File: config.mk
export PLATFORM = sky130hd
export DESIGN_NAME = cic_sample_arbiter
export DESIGN_NICKNAME = d
export VERILOG_FILES = /design/src/rtl/cic_ctrl_pkg.sv /design/src/rtl/cic_sample_fifo.sv /design/src/rtl/cic_sample_arbiter.sv
export SDC_FILE = /design/constraint.sdc
export NUM_CORES = 1
export LEC_CHECK = 0
export BUFFER_PORTS_ARGS = -buffer_cell sky130_fd_sc_hd__buf_2
export CAP_MARGIN = 20
export CORE_MARGIN = 4
export CORE_UTILIZATION = 50
export DETAILED_ROUTE_END_ITERATION = 10
export PLACE_DENSITY = 0.68
export SYNTH_ARGS = -nofsm -noshare
export SYNTH_HDL_FRONTEND = slang
export SYNTH_SLANG_ARGS = --single-unit
File: constraint.sdc
create_clock -name clk_i -period 5.6 [get_ports clk_i]
set_input_delay 1.68 -clock clk_i [delete_from_list [all_inputs] [get_ports clk_i]]
set_output_delay 1.68 -clock clk_i [all_outputs]
set_load 0.02 [all_outputs]
File: src/rtl/cic_ctrl_pkg.sv
// Shared types and frame layout for the CIC sample arbiter.
// CIC_SAMPLE_TIMESTAMP_EN adds an 8-bit capture timestamp and a fourth frame byte.
package cic_ctrl_pkg;

   localparam int SAMPLE_W     = 20;
   localparam int HDR_SYNC_BIT = 7;
   localparam int HDR_CH_BIT   = 6;
   localparam int HDR_TS_BIT   = 5;
   localparam int HDR_MSN_W    = 4;

`ifdef CIC_SAMPLE_TIMESTAMP_EN
   localparam int   FRAME_BYTES = 4;
   localparam logic TS_PRESENT  = 1'b1;
`else
   localparam int   FRAME_BYTES = 3;
   localparam logic TS_PRESENT  = 1'b0;
`endif

   typedef enum logic [2:0] {
      SER_IDLE = 3'd0,
      SER_HDR  = 3'd1,
      SER_TS   = 3'd2,
      SER_MID  = 3'd3,
      SER_LSB  = 3'd4
   } ser_state_t;

   typedef struct packed {
      logic                ch;
      logic [SAMPLE_W-1:0] data;
`ifdef CIC_SAMPLE_TIMESTAMP_EN
      logic [7:0]          ts;
`endif
   } sample_entry_t;

   function automatic logic [7:0] hdr_byte(input sample_entry_t e);
      logic [7:0] b;
      b                  = '0;
      b[HDR_SYNC_BIT]    = 1'b1;
      b[HDR_CH_BIT]      = e.ch;
      b[HDR_TS_BIT]      = TS_PRESENT;
      b[HDR_MSN_W-1:0]   = e.data[SAMPLE_W-1 -: HDR_MSN_W];
      return b;
   endfunction

endpackage

File: src/rtl/cic_sample_fifo.sv
// Small synchronous FIFO with registered occupancy; push while full is accepted
// only when a pop happens in the same cycle.
module cic_sample_fifo #(
   parameter int WIDTH = 8,
   parameter int DEPTH = 4,
   parameter int LVL_W = $clog2(DEPTH) + 1
) (
   input  logic             clk_i,
   input  logic             rstn_i,
   input  logic             push_i,
   input  logic [WIDTH-1:0] push_data_i,
   input  logic             pop_i,
   output logic [WIDTH-1:0] pop_data_o,
   output logic             full_o,
   output logic             empty_o,
   output logic [LVL_W-1:0] level_o
);

   localparam int AW = $clog2(DEPTH);

   logic [WIDTH-1:0] mem [DEPTH];
   logic [AW-1:0]    wr_ptr;
   logic [AW-1:0]    rd_ptr;
   logic [LVL_W-1:0] count;
   logic             do_push;
   logic             do_pop;

   assign full_o     = (count == LVL_W'(DEPTH));
   assign empty_o    = (count == '0);
   assign do_pop     = pop_i & ~empty_o;
   assign do_push    = push_i & (~full_o | do_pop);
   assign pop_data_o = mem[rd_ptr];
   assign level_o    = count;

   always_ff @(posedge clk_i) begin
      if (do_push) mem[wr_ptr] <= push_data_i;
   end

   always_ff @(posedge clk_i or negedge rstn_i) begin
      if (!rstn_i) begin
         wr_ptr <= '0;
         rd_ptr <= '0;
         count  <= '0;
      end else begin
         if (do_push) wr_ptr <= wr_ptr + 1'b1;
         if (do_pop)  rd_ptr <= rd_ptr + 1'b1;
         case ({do_push, do_pop})
            2'b10:   count <= count + 1'b1;
            2'b01:   count <= count - 1'b1;
            default: count <= count;
         endcase
      end
   end

endmodule

File: src/rtl/cic_sample_arbiter.sv
// Captures CIC1/CIC2 decimated samples, arbitrates them round-robin into a FIFO and
// streams each as a byte frame. CIC_SAMPLE_TIMESTAMP_EN adds a timestamp byte.
//
// state    | meaning
// SER_IDLE | no frame in flight, waiting for a FIFO entry
// SER_HDR  | header byte {sync, ch, ts_flag, 0, data[19:16]} on byte_o
// SER_TS   | capture timestamp byte (timestamp build only)
// SER_MID  | data[15:8] on byte_o
// SER_LSB  | data[7:0] on byte_o; next frame may start without an idle cycle
module cic_sample_arbiter
   import cic_ctrl_pkg::*;
#(
   parameter int DATA_WIDTH = 20,
   parameter int FIFO_DEPTH = 4,
   parameter int LVL_WIDTH  = $clog2(FIFO_DEPTH) + 1
) (
   input  logic                  clk_i,
   input  logic                  rstn_i,
   input  logic [DATA_WIDTH-1:0] ch0_data_i,
   input  logic                  ch0_strobe_i,
   input  logic [DATA_WIDTH-1:0] ch1_data_i,
   input  logic                  ch1_strobe_i,
   input  logic [1:0]            ch_enable_i,
   output logic [7:0]            byte_o,
   output logic                  byte_valid_o,
   input  logic                  byte_ready_i,
   output logic                  frame_start_o,
   output logic                  overflow_o,
   input  logic                  overflow_clr_i,
   output logic [LVL_WIDTH-1:0]  fifo_level_o
);

   logic [1:0]          strobe_q;
   logic                hist_vld;
   logic [1:0]          edge_det;
   logic [1:0]          pending;
   logic [1:0]          grant;
   logic                last_grant;
   logic [SAMPLE_W-1:0] in_data  [2];
   logic [SAMPLE_W-1:0] cap_data [2];
   logic                fifo_full;
   logic                fifo_empty;
   logic                fifo_pop;
   logic                hs;
   sample_entry_t       wr_entry;
   sample_entry_t       rd_entry;
   sample_entry_t       frame_q;
   ser_state_t          state;

   assign in_data[0] = SAMPLE_W'(ch0_data_i);
   assign in_data[1] = SAMPLE_W'(ch1_data_i);

   // hist_vld keeps the first post-reset sample of a high strobe from looking like an edge
   assign edge_det = {ch1_strobe_i, ch0_strobe_i} & ~strobe_q & ch_enable_i & {2{hist_vld}};

   always_comb begin
      grant = 2'b00;
      if (!fifo_full) begin
         case (pending)
            2'b01:   grant = 2'b01;
            2'b10:   grant = 2'b10;
            2'b11:   grant = last_grant ? 2'b01 : 2'b10;
            default: grant = 2'b00;
         endcase
      end
   end

`ifdef CIC_SAMPLE_TIMESTAMP_EN
   logic [7:0] ts_cnt;
   logic [7:0] cap_ts [2];

   always_ff @(posedge clk_i or negedge rstn_i) begin
      if (!rstn_i) begin
         ts_cnt    <= '0;
         cap_ts[0] <= '0;
         cap_ts[1] <= '0;
      end else begin
         ts_cnt <= ts_cnt + 8'd1;
         for (int k = 0; k < 2; k++) begin
            if (edge_det[k]) cap_ts[k] <= ts_cnt;
         end
      end
   end

   assign wr_entry = '{ch: grant[1], data: cap_data[grant[1]], ts: cap_ts[grant[1]]};
`else
   assign wr_entry = '{ch: grant[1], data: cap_data[grant[1]]};
`endif

   always_ff @(posedge clk_i or negedge rstn_i) begin
      if (!rstn_i) begin
         strobe_q    <= '0;
         hist_vld    <= 1'b0;
         pending     <= '0;
         cap_data[0] <= '0;
         cap_data[1] <= '0;
         last_grant  <= 1'b1;
         overflow_o  <= 1'b0;
      end else begin
         strobe_q <= {ch1_strobe_i, ch0_strobe_i};
         hist_vld <= 1'b1;
         for (int k = 0; k < 2; k++) begin
            if (edge_det[k]) begin
               cap_data[k] <= in_data[k];
               pending[k]  <= 1'b1;
            end else if (grant[k]) begin
               pending[k] <= 1'b0;
            end
         end
         if (|grant) last_grant <= grant[1];
         // an edge landing on a granted channel is a refill, not a loss
         if (|(edge_det & pending & ~grant)) overflow_o <= 1'b1;
         else if (overflow_clr_i)            overflow_o <= 1'b0;
      end
   end

   cic_sample_fifo #(
      .WIDTH ($bits(sample_entry_t)),
      .DEPTH (FIFO_DEPTH),
      .LVL_W (LVL_WIDTH)
   ) u_fifo (
      .clk_i       (clk_i),
      .rstn_i      (rstn_i),
      .push_i      (|grant),
      .push_data_i (wr_entry),
      .pop_i       (fifo_pop),
      .pop_data_o  (rd_entry),
      .full_o      (fifo_full),
      .empty_o     (fifo_empty),
      .level_o     (fifo_level_o)
   );

   assign hs       = (state != SER_IDLE) & byte_ready_i;
   assign fifo_pop = ~fifo_empty & ((state == SER_IDLE) | ((state == SER_LSB) & hs));

   always_ff @(posedge clk_i or negedge rstn_i) begin
      if (!rstn_i) begin
         state   <= SER_IDLE;
         frame_q <= '0;
      end else begin
         if (fifo_pop) frame_q <= rd_entry;
         case (state)
            SER_IDLE: if (!fifo_empty) state <= SER_HDR;
`ifdef CIC_SAMPLE_TIMESTAMP_EN
            SER_HDR:  if (hs) state <= SER_TS;
            SER_TS:   if (hs) state <= SER_MID;
`else
            SER_HDR:  if (hs) state <= SER_MID;
`endif
            SER_MID:  if (hs) state <= SER_LSB;
            SER_LSB:  if (hs) state <= fifo_empty ? SER_IDLE : SER_HDR;
            default:  state <= SER_IDLE;
         endcase
      end
   end

   always_comb begin
      byte_o = 8'h00;
      case (state)
         SER_HDR: byte_o = hdr_byte(frame_q);
`ifdef CIC_SAMPLE_TIMESTAMP_EN
         SER_TS:  byte_o = frame_q.ts;
`endif
         SER_MID: byte_o = frame_q.data[15:8];
         SER_LSB: byte_o = frame_q.data[7:0];
         default: byte_o = 8'h00;
      endcase
   end

   assign byte_valid_o  = (state != SER_IDLE);
   assign frame_start_o = (state == SER_HDR);

endmodule

==> results of run 1 <==
how the worst max path moves through the flow:
stage	startpoint	endpoint	slack [ns]	depth (start not counted)
after floorplan	byte_ready_i	u_fifo.level_o[2]$_DFFE_PN0P_	2.37	10
after global placement	byte_ready_i	u_fifo.level_o[2]$_DFFE_PN0P_	2.13	11
after detailed placement	byte_ready_i	u_fifo.level_o[2]$_DFFE_PN0P_	2.07	11
after CTS	state[0]$_DFFE_PN0P_	byte_o[2]	2.03	4
after global routing	state[0]$_DFFE_PN0P_	byte_o[2]	1.89	4
final	state[0]$_DFFE_PN0P_	byte_o[2]	2.05	4
metrics by stage:
| stage | util (%) | instances | total power, W | hold slack [ns] | worst slack, ns |
|---|---|---|---|---|---|
| 5_1_grt | 59.1 | 625 | 0.00448 | 0.518 | 1.89 |
| 3_5_place_dp | 54.4 | 590 | 0.00320 | 0.490 | 2.07 |
| 6_report | 59.1 | 625 | 0.00423 | 0.502 | 2.05 |
| 2_1_floorplan | - | 364 | 0.00289 | 0.474 | 2.37 |
| 3_3_place_gp | 54.0 | 588 | 0.00312 | 0.483 | 2.13 |
| 4_1_cts | 58.6 | 622 | 0.00427 | 0.504 | 2.03 |
worst reg2reg max path: cells and delay by family (launching register included):
| kind | cells | cell delay (ns) |
|---|---|---|
| AND/OR/NAND/NOR | 3 | 0.60 |
| buffers and inverters | 3 | 0.52 |
| flip-flops | 1 | 0.42 |
| adder cells (fa/ha/maj) | 2 | 0.41 |
| XOR/XNOR | 2 | 0.28 |
area by class of cell:
type | instances | share of cell area [%]
multi-input combinational | 175 | 26.5
timing repair buffer | 70 | 5.91
clock inverter | 14 | 1.50
sequential | 162 | 57.2
tap | 176 | 2.81
inverter | 10 | 0.479
clock buffer | 18 | 5.61
registers in the layout, summed over array words and instances, names as in the netlist:
name	count
u_fifo.mem	84
cap_data	40
frame_q	21
state	3
u_fifo.level_o	3
pending	2
strobe_q	2
u_fifo.rd_ptr	2
u_fifo.wr_ptr	2
hist_vld	1
last_grant	1
overflow_o	1
cells in the final DEF (no fill, tap or decap), types with 2 or more instances in the layout:
| cell type | netlist | routed |
|---|---|---|
| a21oi_1 | 3 | 3 |
| a22oi_1 | 4 | 4 |
| a32o_1 | 2 | 2 |
| and2_1 | 4 | 4 |
| buf_16 | 0 | 4 |
| buf_2 | 4 | 60 |
| buf_4 | 0 | 5 |
| clkbuf_16 | 0 | 17 |
| clkinv_2 | 0 | 2 |
| clkinv_4 | 0 | 3 |
| clkinvlp_4 | 0 | 2 |
| dfrtp_1 | 77 | 77 |
| edfxtp_1 | 84 | 84 |
| ha_1 | 5 | 5 |
| inv_1 | 10 | 10 |
| inv_6 | 0 | 5 |
| inv_8 | 0 | 2 |
| mux2_2 | 47 | 47 |
| mux2_4 | 35 | 35 |
| mux4_1 | 3 | 3 |
| mux4_2 | 18 | 18 |
| nand2_1 | 9 | 9 |
| nand2b_1 | 3 | 3 |
| nand4b_1 | 2 | 2 |
| nor2_1 | 3 | 3 |
| nor2b_1 | 3 | 3 |
| o21ai_0 | 5 | 5 |
| or3_1 | 2 | 2 |
| xnor2_1 | 5 | 5 |
| xor2_1 | 2 | 2 |
report_power, final:
part	internal, W	leakage [nW]	switching [W]
logic	0.000689	1.25	0.000607
clock network	0.000591	0.272	0.000479
registers	0.00166	1.70	0.000201
total	0.00294	3.22	0.00129
cells in the mapped netlist, types with 2 or more instances:
cell type	instances
edfxtp_1	84
dfrtp_1	77
mux2_2	47
mux2_4	35
mux4_2	18
inv_1	10
nand2_1	9
ha_1	5
o21ai_0	5
xnor2_1	5
a22oi_1	4
and2_1	4
buf_12	4
buf_2	4
buf_6	4
clkbuf_1	4
a21oi_1	3
mux4_1	3
nand2b_1	3
nor2_1	3
nor2b_1	3
a32o_1	2
nand4b_1	2
or3_1	2
xor2_1	2
per-layer routing:
metal / vias up / track usage, %
met1: 1653 / 21.3
met2: 74 / 23.9
met5: - / 0
met3: 11 / 5.67
met4: 0 / 5.67
li1: 1535 / -
cells by family after synthesis:
kind of cell | Yosys count | share of synthesized area (%)
fa+ha+maj | 6 | 1.22
buf+inv | 27 | 2.98
other cells | 1 | 0.0555
compound gates | 24 | 2.65
simple gates | 33 | 2.96
mux | 104 | 22.9
flops | 162 | 66.3
xor+xnor | 7 | 0.908
==> metrics.txt, run 1 <==
status completed; FF+latch area 4480 sq um; CP top delay family simple AND/OR/NAND/NOR gates; relative slew slack 33.3%; crit-path cells nor2b_1, a22oi_1, o21ai_0, buf_2; worst reg2reg path depth 10; Nets 490; IO Port Bufs 61; FMAX 0.282 GHz; first-pass GRT wire length 18700 um; core area 13200 sq um; wire length on met1 5210 um; reg2reg setup slack 3.26 ns; Starting DRT DRC Count 195; antenna violations before repair 0; Netlist cell types 47; Row Count 42; global route total overflow 0; area leader, netlist edfxtp_1; Crit Reg-Reg Startpoint u_fifo.level_o[0]$_DFFE_PN0P_; CP max FO 8; Area Overhead vs Synth 15.9%; setup TNS 0 ns; Die Wd 124 um; Via density 5.24; Post-route DRC 0; Slew Viols, Final 0; metal2 WL 5340 um; worst-margin pin slew 1.00 ns; GP Congestion 0.740; Cell Area, Synth 6750 sq um; n_diodes 0; post-CTS setup repair buffer count 0; Leak 3.22 nW; deepest clock path buffer count 2; Hold Path Class register to register; drt total wl 11300 um; hold path depth 1; vias in the first global route 3478; endpoint of the worst hold path cap_data[39]$_DFFE_PN0P_; I/O pins 62; crit path time final 3.55 ns; fin crit share 63.4%; Fin. Hold Viols 0; Worst Path Arrival 1.87 ns; CP Data Required Time 3.92 ns; Fill cells 1011; antenna viol nets, final 0; drt wl/cell 18.0 um; drt pass-1 iters 4; met3 routed WL 544 um; Synth Register Bits 162; routed via count 3273; Skew-Pair Late Insertion Delay 0.42 ns; Mapped Cells 364; Yosys top cell area share 37.4%; CTS tree yes; post-CTS sizing 0; slowest stage delay, CP 0.47 ns; reg2reg end u_fifo.level_o[2]$_DFFE_PN0P_; initial core utilization 51.0%; largest net degree at the start of global routing 79; mean post-synth cell area 18.6 sq um; Clock Skew 0.00764 ns; syn_nets 418; clock transition at the registers of the reported paths 0.06 ns; count of hold-fix buffers inserted at cts 0; Ys Warns 0; clock root buffer clkbuf_16; hold_sp cap_data[39]$_DFFE_PN0P_; Critical Path Source Type register; total global-route track usage 15.8%; H-tree depth 4; Slowest cell on crit path nor2b_1; Sink Count 162; largest cells by area after synthesis edfxtp_1 (37%), dfrtp_1 (29%), mux2_2 (7.8%), mux2_4 (7.8%), mux4_2 (6.0%); layout cells sized above 1 46.3%; hpwl dp 7690 um; Main synth FF type edfxtp_1; crit path kind register to primary output; placed cell area 7200 sq um; max_cap viols 0; Die H 124 um; final setup vio count 0; total CTS buffers 17; Peak VDD IR 0.000259 V; sequential-to-total area share from yosys stat 66.3%; worst path buffer plus inverter count 1; unrepaired setup endpoints after global routing no; Top Layer Used met4; die area 15400 sq um; Cell Pwr Density 541 nW/um^2; Multi-input gate area 2080 sq um; CP endpoint kind primary output; final instance area 7830 sq um; ys async rst share 48.1%; EDFF count, synth 84
Note: power is estimated with default switching activity, not from simulation.
==> inputs of run 2 (changes only) <==
PLACE_DENSITY = 0.71   (was 0.68)
clock period = 3.1 ns   (was 5.6 ns; I/O delays follow)
==> metrics.txt, run 2 (same netlist as run 1, synthesis figures left out) <==
count of hold-fix buffers inserted at cts 0; layout cells sized above 1 45.9%; drt pass-1 iters 4; total CTS buffers 17; final instance area 7800 sq um; Post-route DRC 0; H-tree depth 4; FMAX 0.352 GHz; Hold Path Class primary input to asynchronous set/reset pin; Clock Skew 0.00597 ns; die area 15400 sq um; vias in the first global route 3524; max_cap viols 0; final setup vio count 0; drt wl/cell 18.1 um; Seq pwr share 43.0%; clock transition at the registers of the reported paths 0.06 ns; unrepaired setup endpoints after global routing no; Worst Path Arrival 1.91 ns; Die Wd 124 um; deepest clock path buffer count 2; initial core utilization 51.0%; Sink Count 162; antenna violations before repair 0; Min Hold Slack 0.494 ns; Slowest cell on crit path dfrtp_1; biggest regs u_fifo.mem x84, cap_data x40, frame_q x21; worst-margin pin slew 0.625 ns; Die H 124 um; net switching power 0.00226 W; Multi-input gate area 2080 sq um; FF+latch area 4480 sq um; Critical Path Source Type register; CP endpoint kind primary output; post-CTS setup repair buffer count 0; placed cell area 7190 sq um; first-pass GRT wire length 18900 um; largest net degree at the start of global routing 79; crit path time final 2.84 ns; routed via count 3298; antenna viol nets, final 0; crit-path cells nor2b_1, a22oi_1, o21ai_0, buf_2; CP top delay family flip-flops; Peak VDD IR 0.000444 V; Nets 492; wire length on met1 5270 um; IO Port Bufs 61; Row Count 42; n_diodes 0; Top reg by flops u_fifo.mem; status completed; fin crit share 91.8%; max FFs per register 84; Slew Viols, Final 0; metal2 WL 5470 um; CP max FO 8; post-CTS sizing 0; I/O pins 62; drt total wl 11400 um; Logic pwr share 30.4%; worst path buffer plus inverter count 1; CP Data Required Time 2.17 ns; Cell Pwr Density 991 nW/um^2; Fill cells 1033; slowest stage delay, CP 0.49 ns; Starting DRT DRC Count 205; global route total overflow 0; Top Layer Used met4; commonest cells after routing, fill and taps aside edfxtp_1 (84), dfrtp_1 (77), buf_2 (60); clock root buffer clkbuf_16; relative slew slack 58.1%; internal power 0.00548 W; power share of the clock group 26.7%; core area 13200 sq um; setup TNS 0 ns; Via density 5.26; crit path kind register to primary output; hpwl dp 7560 um; met3 routed WL 489 um; CTS tree yes; Fin. Hold Viols 0; Area Overhead vs Synth 15.6%; Skew-Pair Late Insertion Delay 0.41 ns; most common cell after layout, fill and taps aside edfxtp_1; Leak 3.22 nW; total global-route track usage 15.8%; GP Congestion 0.728; Switching Fraction 29.2%
[run 2: cell types whose count changed in the layout (fill, tap and decap cells not counted), moves of 2 or more]
| cell | before | now |
|---|---|---|
| bufinv_16 | 0 | 3 |
| buf_4 | 5 | 11 |
| clkinv_4 | 3 | 1 |
| inv_6 | 5 | 2 |
| buf_16 | 4 | 0 |
| inv_8 | 2 | 0 |
| clkbuf_1 | 0 | 2 |
| clkinvlp_4 | 2 | 4 |
[run 2: final timing paths]
path | end | depth (start not counted) | slack [ns] | start
worst max-delay path | byte_o[1] | 4 | 0.26 | state[0]$_DFFE_PN0P_
worst min-delay path | cap_data[22]$_DFFE_PN0P_ | 1 | 0.49 | rstn_i
worst max register to register | u_fifo.level_o[2]$_DFFE_PN0P_ | 9 | 0.77 | u_fifo.level_o[1]$_DFFE_PN0P_
worst min register to register | cap_data[19]$_DFFE_PN0P_ | 1 | 0.50 | cap_data[19]$_DFFE_PN0P_
max in group asynchronous | last_grant$_DFFE_PN1P_ | 2 | 1.98 | rstn_i
min in group clk_i | cap_data[19]$_DFFE_PN0P_ | 1 | 0.50 | cap_data[19]$_DFFE_PN0P_
[run 2: power groups by stage]
stage | registers [W] | clock network, W | logic [W]
final | 0.00332 | 0.00206 | 0.00235
after CTS | 0.00333 | 0.00211 | 0.00239
after global routing | 0.00339 | 0.00223 | 0.00257
after floorplan | 0.00326 | 0 | 0.00195
after global placement | 0.00333 | 0 | 0.00232
after detailed placement | 0.00336 | 0 | 0.00238
[run 2: layout make-up]
cell class                      count  area share, %
Clock buffer                       19           5.55
Clock inverter                     13           2.05
Inverter                           10          0.481
Multi-Input combinational cell    175           26.6
Sequential cell                   162           57.3
Tap cell                          176           2.82
Timing Repair Buffer               72           5.16
[run 2: metal layers]
metal | track usage, % | vias up
met4 | 5.42 | 0
met2 | 24.6 | 59
met5 | 0 | -
met3 | 4.68 | 12
met1 | 21.4 | 1695
li1 | - | 1532
[run 2: metrics by stage]
step | total power, W | setup WS (ns) | util (%) | instances
after floorplan | 0.00521 | 0.623 | - | 364
after global placement | 0.00565 | 0.647 | 54.3 | 594
after detailed placement | 0.00575 | 0.564 | 54.3 | 594
after CTS | 0.00783 | 0.261 | 58.8 | 626
after global routing | 0.00818 | 0.125 | 58.9 | 627
final | 0.00774 | 0.255 | 58.9 | 627
